## src/rtl/interrupt_controller_pkg.sv

```systemverilog
// Shared types and register addresses for the peripheral interrupt controller.
package interrupt_controller_pkg;

    // Width of the request vector handed to the microcode sequencer.
    localparam int unsigned NUM_VECTORS = 15;

    // Vector index doubles as priority: the sequencer services the highest set bit.
    typedef enum logic [3:0] {
        IRQ_CLOCK      = 4'd1,
        IRQ_STOPWATCH  = 4'd2,
        IRQ_K1         = 4'd3,
        IRQ_K0         = 4'd4,
        IRQ_SERIAL     = 4'd5,
        IRQ_PROG_TIMER = 4'd6
    } irq_vector_e;

    // Factor flag registers (read-to-clear).
    localparam logic [3:0] ADDR_IT    = 4'h0;
    localparam logic [3:0] ADDR_ISW   = 4'h1;
    localparam logic [3:0] ADDR_IPT   = 4'h2;
    localparam logic [3:0] ADDR_ISIO  = 4'h3;
    localparam logic [3:0] ADDR_IK    = 4'h4;
    // Unused: 4'h5 .. 4'h7
    // Mask and polarity registers (read/write).
    localparam logic [3:0] ADDR_EIT   = 4'h8;
    localparam logic [3:0] ADDR_EISW  = 4'h9;
    localparam logic [3:0] ADDR_EIPT  = 4'hA;
    localparam logic [3:0] ADDR_EISIO = 4'hB;
    localparam logic [3:0] ADDR_EIK0  = 4'hC;
    localparam logic [3:0] ADDR_EIK1  = 4'hD;
    localparam logic [3:0] ADDR_KCP0  = 4'hE;
    localparam logic [3:0] ADDR_KCP1  = 4'hF;

endpackage

```

## src/rtl/interrupt_controller_if.sv

```systemverilog
// Nibble-wide register bus between the CPU I/O space and the interrupt controller.
interface interrupt_controller_if;

    logic [3:0] addr;
    logic       wr_en;
    logic [3:0] wr_data;
    logic       rd_en;
    logic [3:0] rd_data;

    modport master (
        output addr,
        output wr_en,
        output wr_data,
        output rd_en,
        input  rd_data
    );

    modport slave (
        input  addr,
        input  wr_en,
        input  wr_data,
        input  rd_en,
        output rd_data
    );

endinterface

```

## src/rtl/k_edge_detect.sv

```systemverilog
// Synchronizes one asynchronous K pin and flags a qualifying edge.
// The pin idles high, so every flop in the path resets to 1; hit is a registered
// one-clock pulse appearing SYNC_STG+1 clocks after the pin change.
module k_edge_detect #(
    parameter int unsigned SYNC_STG = 2
) (
    input  logic clk,
    input  logic reset_n,
    input  logic pin,
    input  logic rise_sel,   // 1: rising edge qualifies, 0: falling edge qualifies
    output logic level,      // synchronized pin level
    output logic hit
);

    logic [SYNC_STG-1:0] sync_q;
    logic                prev_q;
    logic                hit_q;
    logic                hit_d;

    // Synchronizer chain followed by the previous-level flop
    always_ff @(posedge clk or negedge reset_n) begin
        if (!reset_n) begin
            sync_q <= '1;
            prev_q <= 1'b1;
        end else begin
            sync_q <= {sync_q[SYNC_STG-2:0], pin};
            prev_q <= sync_q[SYNC_STG-1];
        end
    end

    // Polarity-qualified edge compare
    always_comb begin
        hit_d = 1'b0;
        if (rise_sel) begin
            hit_d = !prev_q && sync_q[SYNC_STG-1];
        end else begin
            hit_d = prev_q && !sync_q[SYNC_STG-1];
        end
    end

    // Register the edge pulse so the flag update is a clean single-clock event
    always_ff @(posedge clk or negedge reset_n) begin
        if (!reset_n) begin
            hit_q <= 1'b0;
        end else begin
            hit_q <= hit_d;
        end
    end

    assign level = sync_q[SYNC_STG-1];
    assign hit   = hit_q;

endmodule

```

## src/rtl/interrupt_controller.sv

```systemverilog
// Peripheral interrupt controller: factor flags, masks and K-port edge logic in the
// 4-bit I/O space, driving level-held request lines to the microcode sequencer.
module interrupt_controller
    import interrupt_controller_pkg::*;
#(
    parameter int unsigned K0_WIDTH = 4,
    parameter int unsigned SYNC_STG = 2
) (
    input  logic                   clk,
    input  logic                   reset_n,
    input  logic [3:0]             timer_evt,
    input  logic [1:0]             stopwatch_evt,
    input  logic                   prog_timer_evt,
    input  logic                   serial_evt,
    input  logic [K0_WIDTH-1:0]    k0_in,
    input  logic                   k1_in,
    interrupt_controller_if.slave  bus,
    output logic [K0_WIDTH-1:0]    k0_sync,
    output logic [NUM_VECTORS-1:0] interrupt_req
);

    // Factor flags
    logic [3:0] it_q, it_d;
    logic [1:0] isw_q, isw_d;
    logic       ipt_q, ipt_d;
    logic       isio_q, isio_d;
    logic       ik0_q, ik0_d;
    logic       ik1_q, ik1_d;

    // Masks and K polarity
    logic [3:0]          eit_q;
    logic [1:0]          eisw_q;
    logic                eipt_q;
    logic                eisio_q;
    logic [K0_WIDTH-1:0] eik0_q;
    logic                eik1_q;
    logic [K0_WIDTH-1:0] kcp0_q;
    logic                kcp1_q;

    logic [3:0]             rd_data_q;
    logic [3:0]             rd_val;
    logic [NUM_VECTORS-1:0] irq_q, irq_d;

    logic [K0_WIDTH-1:0] k0_hit;
    logic                k1_hit;
    logic                k1_level_unused;

    logic clr_it, clr_isw, clr_ipt, clr_isio, clr_ik;

    for (genvar i = 0; i < K0_WIDTH; i++) begin : g_k0
        k_edge_detect #(
            .SYNC_STG (SYNC_STG)
        ) u_k0_edge (
            .clk      (clk),
            .reset_n  (reset_n),
            .pin      (k0_in[i]),
            .rise_sel (kcp0_q[i]),
            .level    (k0_sync[i]),
            .hit      (k0_hit[i])
        );
    end

    k_edge_detect #(
        .SYNC_STG (SYNC_STG)
    ) u_k1_edge (
        .clk      (clk),
        .reset_n  (reset_n),
        .pin      (k1_in),
        .rise_sel (kcp1_q),
        .level    (k1_level_unused),
        .hit      (k1_hit)
    );

    // Flag next state: read-clear first, then OR in new events so a set always wins
    always_comb begin
        clr_it   = bus.rd_en && (bus.addr == ADDR_IT);
        clr_isw  = bus.rd_en && (bus.addr == ADDR_ISW);
        clr_ipt  = bus.rd_en && (bus.addr == ADDR_IPT);
        clr_isio = bus.rd_en && (bus.addr == ADDR_ISIO);
        clr_ik   = bus.rd_en && (bus.addr == ADDR_IK);

        it_d   = (clr_it   ? 4'b0 : it_q)   | timer_evt;
        isw_d  = (clr_isw  ? 2'b0 : isw_q)  | stopwatch_evt;
        ipt_d  = (clr_ipt  ? 1'b0 : ipt_q)  | prog_timer_evt;
        isio_d = (clr_isio ? 1'b0 : isio_q) | serial_evt;
        // K edges on masked pins are dropped here rather than held
        ik0_d  = (clr_ik   ? 1'b0 : ik0_q)  | (|(k0_hit & eik0_q));
        ik1_d  = (clr_ik   ? 1'b0 : ik1_q)  | (k1_hit & eik1_q);
    end

    // Factor flag registers
    always_ff @(posedge clk or negedge reset_n) begin
        if (!reset_n) begin
            it_q   <= 4'b0;
            isw_q  <= 2'b0;
            ipt_q  <= 1'b0;
            isio_q <= 1'b0;
            ik0_q  <= 1'b0;
            ik1_q  <= 1'b0;
        end else begin
            it_q   <= it_d;
            isw_q  <= isw_d;
            ipt_q  <= ipt_d;
            isio_q <= isio_d;
            ik0_q  <= ik0_d;
            ik1_q  <= ik1_d;
        end
    end

    // Mask and polarity registers; writes to flag or unused addresses are ignored
    always_ff @(posedge clk or negedge reset_n) begin
        if (!reset_n) begin
            eit_q   <= 4'b0;
            eisw_q  <= 2'b0;
            eipt_q  <= 1'b0;
            eisio_q <= 1'b0;
            eik0_q  <= '0;
            eik1_q  <= 1'b0;
            kcp0_q  <= '0;
            kcp1_q  <= 1'b0;
        end else if (bus.wr_en) begin
            case (bus.addr)
                ADDR_EIT:   eit_q   <= bus.wr_data;
                ADDR_EISW:  eisw_q  <= bus.wr_data[1:0];
                ADDR_EIPT:  eipt_q  <= bus.wr_data[0];
                ADDR_EISIO: eisio_q <= bus.wr_data[0];
                ADDR_EIK0:  eik0_q  <= bus.wr_data[K0_WIDTH-1:0];
                ADDR_EIK1:  eik1_q  <= bus.wr_data[0];
                ADDR_KCP0:  kcp0_q  <= bus.wr_data[K0_WIDTH-1:0];
                ADDR_KCP1:  kcp1_q  <= bus.wr_data[0];
                default:    ;
            endcase
        end
    end

    // Read mux over pre-edge register values
    always_comb begin
        rd_val = 4'b0;
        case (bus.addr)
            ADDR_IT:    rd_val = it_q;
            ADDR_ISW:   rd_val = {2'b0, isw_q};
            ADDR_IPT:   rd_val = {3'b0, ipt_q};
            ADDR_ISIO:  rd_val = {3'b0, isio_q};
            ADDR_IK:    rd_val = {2'b0, ik1_q, ik0_q};
            ADDR_EIT:   rd_val = eit_q;
            ADDR_EISW:  rd_val = {2'b0, eisw_q};
            ADDR_EIPT:  rd_val = {3'b0, eipt_q};
            ADDR_EISIO: rd_val = {3'b0, eisio_q};
            ADDR_EIK0:  rd_val = 4'(eik0_q);
            ADDR_EIK1:  rd_val = {3'b0, eik1_q};
            ADDR_KCP0:  rd_val = 4'(kcp0_q);
            ADDR_KCP1:  rd_val = {3'b0, kcp1_q};
            default:    rd_val = 4'b0;
        endcase
    end

    // Registered read data, updated only on a read strobe
    always_ff @(posedge clk or negedge reset_n) begin
        if (!reset_n) begin
            rd_data_q <= 4'b0;
        end else if (bus.rd_en) begin
            rd_data_q <= rd_val;
        end
    end

    // Request vector; K flags are already mask-qualified at set time
    always_comb begin
        irq_d                 = '0;
        irq_d[IRQ_PROG_TIMER] = |(ipt_q & eipt_q);
        irq_d[IRQ_SERIAL]     = |(isio_q & eisio_q);
        irq_d[IRQ_K0]         = ik0_q;
        irq_d[IRQ_K1]         = ik1_q;
        irq_d[IRQ_STOPWATCH]  = |(isw_q & eisw_q);
        irq_d[IRQ_CLOCK]      = |(it_q & eit_q);
    end

    // Request register, one clock behind the flags and masks
    always_ff @(posedge clk or negedge reset_n) begin
        if (!reset_n) begin
            irq_q <= '0;
        end else begin
            irq_q <= irq_d;
        end
    end

    assign bus.rd_data    = rd_data_q;
    assign interrupt_req  = irq_q;

endmodule

```

## src/flat_wrapper.sv

```systemverilog
// flat-port wrapper written by rule: the top's interface ports become plain ports
module interrupt_controller_flat import interrupt_controller_pkg::*;
#(
    parameter int unsigned K0_WIDTH = 4,
    parameter int unsigned SYNC_STG = 2
)
  (clk, reset_n, timer_evt, stopwatch_evt, prog_timer_evt, serial_evt, k0_in, k1_in, k0_sync, interrupt_req, bus_addr, bus_wr_en, bus_wr_data, bus_rd_en, bus_rd_data);
  interrupt_controller_if bus_i ();
  input  logic clk;
  input  logic reset_n;
  input  logic [3:0] timer_evt;
  input  logic [1:0] stopwatch_evt;
  input  logic prog_timer_evt;
  input  logic serial_evt;
  input  logic [K0_WIDTH-1:0] k0_in;
  input  logic k1_in;
  output logic [K0_WIDTH-1:0] k0_sync;
  output logic [NUM_VECTORS-1:0] interrupt_req;
  input wire logic [$bits(bus_i.addr)-1:0] bus_addr;
  input wire logic [$bits(bus_i.wr_en)-1:0] bus_wr_en;
  input wire logic [$bits(bus_i.wr_data)-1:0] bus_wr_data;
  input wire logic [$bits(bus_i.rd_en)-1:0] bus_rd_en;
  output wire logic [$bits(bus_i.rd_data)-1:0] bus_rd_data;
  assign bus_i.addr = bus_addr;
  assign bus_i.wr_en = bus_wr_en;
  assign bus_i.wr_data = bus_wr_data;
  assign bus_i.rd_en = bus_rd_en;
  assign bus_rd_data = bus_i.rd_data;
  interrupt_controller #(.K0_WIDTH(K0_WIDTH), .SYNC_STG(SYNC_STG)) u_core (.clk(clk), .reset_n(reset_n), .timer_evt(timer_evt), .stopwatch_evt(stopwatch_evt), .prog_timer_evt(prog_timer_evt), .serial_evt(serial_evt), .k0_in(k0_in), .k1_in(k1_in), .bus(bus_i), .k0_sync(k0_sync), .interrupt_req(interrupt_req));
endmodule
```

## config.mk

```make
export PLATFORM = sky130hd
export DESIGN_NAME = interrupt_controller_flat
export DESIGN_NICKNAME = d
export VERILOG_FILES = /design/src/rtl/interrupt_controller_pkg.sv /design/src/rtl/interrupt_controller_if.sv /design/src/rtl/k_edge_detect.sv /design/src/rtl/interrupt_controller.sv /design/src/flat_wrapper.sv
export SDC_FILE = /design/constraint.sdc
export NUM_CORES = 1
export LEC_CHECK = 0
export CAP_MARGIN = 20
export CORE_MARGIN = 2
export CORE_UTILIZATION = 60
export DETAILED_ROUTE_END_ITERATION = 8
export DONT_BUFFER_PORTS = 1
export GPL_TIMING_DRIVEN = 0
export MAX_ROUTING_LAYER = met4
export PLACE_DENSITY_LB_ADDON = 0.05
export SLEW_MARGIN = 20
export SYNTH_ARGS = -nofsm -noshare
export SYNTH_HDL_FRONTEND = slang
export SYNTH_SLANG_ARGS = --single-unit
```

## constraint.sdc

```tcl
create_clock -name clk -period 1.8 [get_ports clk]
set_input_delay 0.36 -clock clk [delete_from_list [all_inputs] [get_ports clk]]
set_output_delay 0.36 -clock clk [all_outputs]
set_load 0.02 [all_outputs]
```

==> results of run 1 <==
[power groups by stage]
stage / sequential (mW) / combinational [mW] / clock [mW]
floorplan: 1.68 / 0.299 / 0
global placement: 1.72 / 0.334 / 0
detailed placement: 1.73 / 0.346 / 0
CTS: 1.71 / 0.382 / 1.47
global route: 1.74 / 0.427 / 1.53
finish: 1.71 / 0.386 / 1.46
[logic make-up (layout without fill, tap and decap cells)]
kind of cell	count (synthesis)	count (layout)	synth area share (%)
simple gates	59	59	13.5
buf+inv	24	45	6.06
flops	58	58	58.8
other cells	1	9	0.150
compound gates	40	40	11.6
mux	21	21	9.86
[worst max-delay path: cells and delay by family (launching register included)]
family	cells	cell delay (ns)
AO/OA/AOI/OAI	3	0.59
flip-flops	1	0.37
AND/OR/NAND/NOR	1	0.35
[stage by stage]
stage / worst slack (ns) / utilization (%)
after global placement: 0.131 / 64.8
after floorplan: 0.343 / -
after detailed placement: 0.113 / 64.8
final: 0.397 / 72.6
after global routing: 0.341 / 72.6
after CTS: 0.386 / 71.8
[routing by layer]
layer	up-vias	wire length [um]	GRT usage, %
li1	755	-	-
met1	809	2100	29.8
met2	54	2370	35.2
met3	12	379	9.58
met4	0	92	10.5
met5	-	0	-
[cell type report]
type                            instances  area share, %
Buffer                                 21           4.83
Clock buffer                           11           4.87
Clock inverter                          5           3.53
Inverter                                3          0.388
Multi-Input combinational cell        129           31.3
Sequential cell                        58           50.6
Tap cell                               50           2.15
Timing Repair Buffer                    5           2.33
[registers in the layout, summed over array words and instances, names as in the netlist, 2 cells and up]
register and count:
u_core.interrupt_req 6, u_core.it_q 4, u_core.g_k0.u_k0_edge.prev_q 4, u_core.kcp0_q 4
u_core.bus.rd_data 4, u_core.u_k1_edge.sync_q 2, u_core.g_k0.u_k0_edge.hit 4, u_core.g_k0.u_k0_edge.sync_q 8
u_core.eik0_q 4, u_core.isw_q 2, u_core.eit_q 4, u_core.eisw_q 2
[final timing paths]
path,depth (start not counted),from,end
max in group asynchronous,2,reset_n,u_core.g_k0[1].u_k0_edge.sync_q[1]
min reg2reg,0,u_core.g_k0[0].u_k0_edge.sync_q[0],u_core.g_k0[0].u_k0_edge.sync_q[1]
max reg2reg,4,u_core.isw_q[0],u_core.bus.rd_data[0]
max,4,u_core.isw_q[0],u_core.bus.rd_data[0]
min,0,k1_in,u_core.u_k1_edge.sync_q[0]
min in group asynchronous,2,reset_n,u_core.eik0_q[3]
[synth_stat cells, types with 4 or more instances]
| master | n | area share [%] |
|---|---|---|
| a21o_1 | 8 | 2.4 |
| a21oi_1 | 5 | 1.0 |
| a22o_1 | 4 | 1.4 |
| a22oi_1 | 5 | 1.5 |
| buf_2 | 4 | 0.80 |
| buf_4 | 13 | 3.9 |
| dfrtp_1 | 43 | 43 |
| dfstp_2 | 15 | 16 |
| mux2_2 | 19 | 8.6 |
| nand2_1 | 7 | 1.1 |
| nand2b_1 | 12 | 3.0 |
| nand3_1 | 4 | 0.80 |
| nand3b_1 | 8 | 2.4 |
| nor2_1 | 13 | 2.0 |
| o21ai_0 | 7 | 1.4 |
[what timing repair did]
action                                 4_1_cts  5_1_grt
buffers inserted                             0        0
endpoints found under the hold margin       58        3
hold buffers                                 2        3
==> results.md, run 1 <==
- Status: finished, final reports clean
- Min-delay worst type: in -> reg
- Routed length per instance: 17.6 um
- Max frequency: 713 MHz
- Clock Latency Late Sink: 0.34 ns
- Comb pwr share: 10.9%
- Pwr dens: 1220 nW/um^2
- Drt pass-1 iters: 4
- Drt drc: 0
- H-tree levels: 3
- Layout cells sized above 1: 31.9%
- Routed Wire Length: 4950 um
- Vias in the first global route: 1626
- Placer Congestion: 0.826
- Setup TNS: 0 ns
- Post-route cell area: 2900 um^2
- HPWL Detailed: 3460 um
- P_int: 2.67 mW
- Post-DP Area: 2590 um^2
- Register Area: 1470 um^2
- Die Wd: 68.6 um
- Arr. time, crit path: 1.65 ns
- Num Clock Sinks: 58
- I/O pin count: 48
- Number of port buffers: 0
- Initial core utilization: 62.5%
- Synth Flop Type: dfrtp_1
- Layout Nets: 252
- Post-DRT Antenna Nets: 0
- Final period utilization: 77.9%
- FILL cells: 286
- CTS Buf Count: 9
- Cell area after synthesis: 2500 um^2
- CTS tree: built
- Global-route wire length before repair: 7710 um
- Final Hold Vio Count: 0
- CTS Root Cell: clkbuf_8
- Crit path max-delay cell type: dfrtp_1
- Worst path max stage delay: 0.37 ns
- Crit Path Class: reg -> reg
- Worst setup SP type: flip-flop
- Seq/Total Area, Yosys: 58.8%
- Multi-input gate area: 908 um^2
- Vias per std cell: 5.78
- Total die area: 4700 um^2
- # resized after CTS: 0
- Highest-count cells in the layout ignoring fill and taps: dfrtp_1 (43), mux2_2 (19), dfstp_2 (15)
- Warning count from the yosys run: 0
- # rows: 23
- Critical path data required time: 2.05 ns
- Commonest non-fill, non-tap cell in the layout: dfrtp_1
- Leak Pwr: 1.23 nW
- Post-synthesis async set-or-reset flop share: 100%
- Worst-path cell chain: or3b_1 > a21o_1 > a311o_1 > o221ai_1
- RSZ-0062 raised after global routing: no
- Synth unique cells: 40
- Yosys reg bits: 58
- Antenna cells: 0
- Final setup fails: 0
- VDD IR max: 764 uV
- Skew final: 0.00929 ns
- Clock Power Share: 41.0%
- Final min period: 1.40 ns
- Mean post-synth cell area: 12.3 um^2
- Initial antenna violation count: 0
- Total grt overflow: 0
- Tot GR Track Use: 24.1%
- Mapped Cells: 203
- Slew Limit Fails: 0
- Seq pwr share: 48.1%
- Worst Path Max Fanout: 3
- Via count: 1630
- Pwr Total: 3.56 mW
- Largest net degree at the start of global routing: 59
- Area Overhead vs Synth: 16.2%
- Critical Path Sink Type: flip-flop
- Max Buffers Root-to-Sink: 2
- Hold slack: 0.0177 ns
- Psw: 0.885 mW
- Clock transition at path regs: 0.06 ns
- Placed Cells incl. Taps: 261
- Die Y: 68.6 um
- Core area: 4000 um^2
- Post-Layout Cell Count: 282
- Setup slack, reg-to-reg: 0.40 ns
- Sw frac: 24.9%
- Max Cap Violations: 0
- DRT iter0 DRCs: 98
- EDFF count, synth: 0
Note: power is estimated with default switching activity, not from simulation.
==> inputs of run 2 (changes only) <==
==> constraint.sdc (replaced) <==
create_clock -name clk -period 1.3 [get_ports clk]
set_input_delay 0.26 -clock clk [delete_from_list [all_inputs] [get_ports clk]]
set_output_delay 0.26 -clock clk [all_outputs]
set_load 0.02 [all_outputs]
==> results.md, run 2 (same netlist as run 1, synthesis figures left out) <==
- Setup slack, reg-to-reg: -0.03 ns
- Drt drc: 0
- Placer Congestion: 0.821
- Num Clock Sinks: 58
- Largest net degree at the start of global routing: 59
- Clock transition at path regs: 0.07 ns
- Initial core utilization: 62.5%
- Layout Nets: 261
- VDD IR max: 908 uV
- Area Overhead vs Synth: 18.8%
- I/O pin count: 48
- Die Y: 68.6 um
- Final core utilization: 74.3%
- Leak Pwr: 1.27 nW
- Commonest non-fill, non-tap cell in the layout: dfrtp_1
- CTS Root Cell: clkbuf_8
- Hold slack: -0.382 ns
- Max Buffers Root-to-Sink: 2
- Top reg by flops: u_core.g_k0.u_k0_edge.sync_q
- Status: finished with violations
- Skew final: 0.00768 ns
- Crit path max-delay family: multiplexers
- Via count: 1642
- CTS tree: built
- Vias in the first global route: 1632
- Antenna cells: 0
- Setup ws final: -0.0250 ns
- Number of port buffers: 0
- Final min period: 1.33 ns
- Failing checks: negative hold slack, negative setup slack
- Final Hold Vio Count: 58
- Critical Path Sink Type: flip-flop
- Worst setup SP type: flip-flop
- Total grt overflow: 0
- Global-route wire length before repair: 8070 um
- Worst path max stage delay: 0.47 ns
- Min-delay worst type: in -> async
- Worst Path Max Fanout: 2
- Max reg flops: 8
- Tot GR Track Use: 25.2%
- Pwr dens: 1620 nW/um^2
- Worst Reg-to-Reg Cells: 4
- RSZ-0062 raised after global routing: yes
- Die Wd: 68.6 um
- Arr. time, crit path: 1.57 ns
- Post-Layout Cell Count: 291
- Post-DRT Antenna Nets: 0
- CP bufs+invs: 0
- Vias per std cell: 5.64
- Initial antenna violation count: 0
- Routed length per instance: 17.6 um
- Core area: 4000 um^2
- Crit Path Class: reg -> reg
- Crit Reg-Reg Startpoint: u_core.kcp1_q
- Drt pass-1 iters: 4
- Final period utilization: 102%
- Highest-count cells in the layout ignoring fill and taps: dfrtp_1 (43), mux2_2 (19), buf_4 (19)
- CTS Buf Count: 9
- FF-to-FF End: u_core.bus.rd_data[0]
- Critical path data required time: 1.54 ns
- Worst-path cell chain: nand2_1 > mux4_2 > o32a_1 > o221ai_1
- Total die area: 4700 um^2
- Clock Latency Late Sink: 0.33 ns
- HPWL Detailed: 3560 um
- Final setup fails: 1
- # rows: 23
- Placed Cells incl. Taps: 261
- Crit path max-delay cell type: mux4_2
- Max Cap Violations: 0
- Layout cells sized above 1: 34.0%
- CTS Hold Bufs: 5
- Routed Wire Length: 5130 um
- Max frequency: 755 MHz
- H-tree levels: 3
- DRT iter0 DRCs: 181
- Slew Limit Fails: 0
[run 2: changes by cell type in the layout (fill, tap and decap cells not counted), sizes merged]
cell	change
clkinvlp	+1
clkinv	-1
dlygate4sd3	+1
clkbuf	+1
buf	+8
bufinv	-1
[run 2: what timing repair did]
action                                 CTS  global route
setup endpoints to repair                2             4
resized for setup                        0             3
pin swaps                                2             0
endpoints found under the hold margin   63            58
buffers inserted                         6             3
[run 2: worst max path at each step]
| stage | startpoint | cells past startpoint | endpoint |
|---|---|---|---|
| 2_1_floorplan | bus_addr[2] | 5 | u_core.bus.rd_data[0] |
| 3_3_place_gp | bus_addr[2] | 5 | u_core.kcp0_q[0] |
| 3_5_place_dp | bus_addr[3] | 5 | u_core.isw_q[0] |
| 4_1_cts | u_core.eisw_q[0] | 4 | u_core.bus.rd_data[0] |
| 5_1_grt | u_core.kcp1_q | 4 | u_core.bus.rd_data[0] |
| 6_report | u_core.kcp1_q | 4 | u_core.bus.rd_data[0] |
[run 2: metal layers]
layer / part of all wire (%) / GRT usage [%] / up-vias / wire [um]
li1: - / - / 764 / -
met1: 41 / 32.7 / 811 / 2130
met2: 51 / 37.9 / 61 / 2610
met3: 6.7 / 7.47 / 6 / 342
met4: 0.95 / 8.75 / 0 / 49
met5: 0 / - / - / 0
[run 2: worst reg2reg max path, stage by stage, from the launching register on]
cell and delay (ns):
dfrtp_1 0.36, nand2_1 0.06, mux4_2 0.47, o32a_1 0.20
o221ai_1 0.15
[run 2: metrics by stage]
stage	total power [mW]	setup TNS (ns)	hold WS (ns)	worst slack, ns	area, um^2
after global routing	5.04	-0.0778	-0.404	-0.0732	2970
after floorplan	2.74	-0.0643	-0.0356	-0.0380	2550
after detailed placement	2.89	-4.15	-0.0340	-0.227	2610
after CTS	4.82	-0.0172	-0.390	-0.0172	2940
final	4.83	-0.0250	-0.382	-0.0250	2970
after global placement	2.85	-3.48	-0.0345	-0.225	2610
[run 2: layout make-up]
cell class                      count  area [um^2]
Clock inverter                      4         75.1
Fill cell                         281         1030
Multi-Input combinational cell    129          921
Inverter                            3         11.3
Tap cell                           50         62.6
Timing Repair Buffer               14          118
Buffer                             21          158
Clock buffer                       12          155
Sequential cell                    58         1470
[run 2: power by group]
group          leakage [nW]  switching [mW]  internal, mW
Clock                 0.109           0.692          1.18
Sequential            0.652           0.269          2.09
Combinational         0.506           0.249         0.343
==> inputs of run 3 (changes only) <==
--- a/config.mk
+++ b/config.mk
@@ -5,6 +5,7 @@
 export SDC_FILE = /design/constraint.sdc
 export NUM_CORES = 1
 export LEC_CHECK = 0
+export ABC_AREA = 1
 export CAP_MARGIN = 20
 export CORE_MARGIN = 2
 export CORE_UTILIZATION = 60
==> results.md, run 3 <==
- Most frequent cells after synthesis: nand2_1 (75), dfrtp_1 (43), inv_1 (25)
- EDFF count, synth: 0
- Highest-count cells in the layout ignoring fill and taps: nand2_1 (75), dfrtp_1 (43), inv_1 (25)
- Synth Flop Type: dfrtp_1
- Crit Reg-Reg Startpoint: u_core.eik0_q[0]
- Slew Limit Fails: 0
- Skew final: 0.0119 ns
- Final Hold Vio Count: 58
- Post-DP Area: 2520 um^2
- Die Y: 67.6 um
- Area Overhead vs Synth: 17.8%
- Pwr dens: 1680 nW/um^2
- Vias per std cell: 5.09
- CTS tree: built
- Levels on crit path: 1
- WL met2: 2180 um
- Yosys reg bits: 58
- Area leader, netlist: dfrtp_1
- Worst Setup SP: u_core.g_k0[2].u_k0_edge.sync_q[1]
- Core area: 3940 um^2
- Initial antenna violation count: 0
- VDD IR max: 1040 uV
- Via count: 1770
- Vias in the first global route: 1687
- CTS Buf Count: 9
- Failing checks: negative hold slack
- Top reg by flops: u_core.g_k0.u_k0_edge.sync_q
- Antenna cells: 0
- Number of port buffers: 0
- Tot GR Track Use: 25.1%
- Total grt overflow: 0
- Worst-path cell chain: buf_6
- Post-synthesis mux area share: 0%
- Min-delay worst type: in -> async
- Final core utilization: 72.6%
- Seq/Total Area, Yosys: 60.5%
- Warning count from the yosys run: 0
- Max Cap Violations: 0
- Critical Path Sink Type: output port
- Hold slack: -0.381 ns
- Post-Layout Cell Count: 348
- Pwr Total: 4.82 mW
- Compound-Gate Fraction of Synth Area: 10.3%
- Layout cells sized above 1: 19.8%
- Setup TNS: 0 ns
- Setup slack, reg-to-reg: 0.24 ns
- Clock transition at path regs: 0.07 ns
- Met3 WL post-DR: 269 um
- Highest metal used: met4
- Leak Pwr: 1.46 nW
- Final period utilization: 97.2%
- I/O pin count: 48
- Synth top area share: 44.3%
- Mean post-synth cell area: 9.17 um^2
- Largest cells by area after synthesis: dfrtp_1 (44%), dfstp_2 (16%), nand2_1 (12%)
- M1 WL: 2210 um
- Main combinational cell family by area after synthesis: simple AND/OR/NAND/NOR gates
- Crit Path Class: reg -> out
- Largest net degree at the start of global routing: 59
- Arr. time, crit path: 1.00 ns
- Layout Nets: 318
- Worst Path Max Fanout: 4
- CP bufs+invs: 1
- Synth unique cells: 23
- Critical path data required time: 1.04 ns
- Die Wd: 67.6 um
- FF-to-FF End: u_core.bus.rd_data[0]
- H-tree levels: 3
- Cell area after synthesis: 2430 um^2
- Max frequency: 791 MHz
- XOR/XNOR Fraction of Synth Area: 0%
- Max reg flops: 8
- Drt drc: 0
- CTS Hold Bufs: 5
- Global-route wire length before repair: 7820 um
- Placer Congestion: 0.876
- Top-count cell post-synth: nand2_1
- Routed Wire Length: 4780 um
- Final setup fails: 0
- CTS Root Cell: clkbuf_8
- Clock Latency Late Sink: 0.33 ns
- Total die area: 4570 um^2
- Post-synthesis async set-or-reset flop share: 100%
- End of the critical path: k0_sync[2]
- Post-Synth Simple-Gate Area: 20.2%
- Routed length per instance: 13.7 um
- Num Clock Sinks: 58
- Mapped Cells: 265
- Crit path max-delay cell type: dfstp_2
- Worst Reg-to-Reg Cells: 8
- Area share of fa/ha/maj cells after synthesis: 0%
- Status: finished with violations
- Drt pass-1 iters: 4
- DRT iter0 DRCs: 148
- Worst setup SP type: flip-flop
- Worst path max stage delay: 0.56 ns
- Post-DRT Antenna Nets: 0
- # rows: 23
- HPWL Detailed: 3220 um
- Post-route cell area: 2860 um^2
- Initial core utilization: 61.6%
- Placed Cells incl. Taps: 323
- Commonest non-fill, non-tap cell in the layout: nand2_1
- Crit path max-delay family: flip-flops
- Final min period: 1.26 ns
- Max Buffers Root-to-Sink: 2
==> run 3: area by class of cell <==
type	count	area [um^2]
Buffer	14	109
Clock buffer	11	151
Inverter	30	113
Timing Repair Buffer	9	80.1
Sequential cell	58	1470
Multi-Input combinational cell	171	776
Fill cell	296	1080
Clock inverter	5	100
Tap cell	50	62.6
==> run 3: through the flow <==
step | hold WS (ns) | setup WS (ns)
floorplan | -0.0356 | 0.316
global placement | -0.0342 | 0.0543
detailed placement | -0.0341 | 0.0415
CTS | -0.401 | 0.000633
global route | -0.411 | -0.00188
finish | -0.381 | 0.0361
==> run 3: worst min-delay path by stage <==
stage | slack [ns] | end | startpoint
2_1_floorplan | -0.04 | u_core.bus.rd_data[0] | reset_n
3_3_place_gp | -0.03 | u_core.g_k0[0].u_k0_edge.hit | reset_n
3_5_place_dp | -0.03 | u_core.g_k0[0].u_k0_edge.hit | reset_n
4_1_cts | -0.40 | u_core.eit_q[0] | reset_n
5_1_grt | -0.41 | u_core.eisw_q[0] | reset_n
6_report | -0.38 | u_core.eit_q[0] | reset_n
==> run 3: per-layer routing <==
metal | vias to the layer above | global-route usage, %
li1 | 883 | -
met4 | 0 | 13.3
met2 | 46 | 35.7
met3 | 12 | 8.17
met5 | - | -
met1 | 829 | 31.9
==> run 3: logic make-up (layout without fill, tap and decap cells) <==
family,after synthesis,after routing
other cells,1,9
simple gates,120,120
buf+inv,44,69
flops,58,58
compound gates,42,42
==> run 3: timing repair <==
action | 4_1_cts | 5_1_grt
hold endpoints to repair | 63 | 58
endpoints found under the setup margin | 2 | 2
setup buffers | 2 | 2
resized for setup | 0 | 2
==> run 3: report_power, final <==
group,leakage (nW),total (mW),switching (mW),internal [mW]
logic,0.673,0.443,0.250,0.193
registers,0.659,2.33,0.253,2.08
clock network,0.129,2.04,0.674,1.37
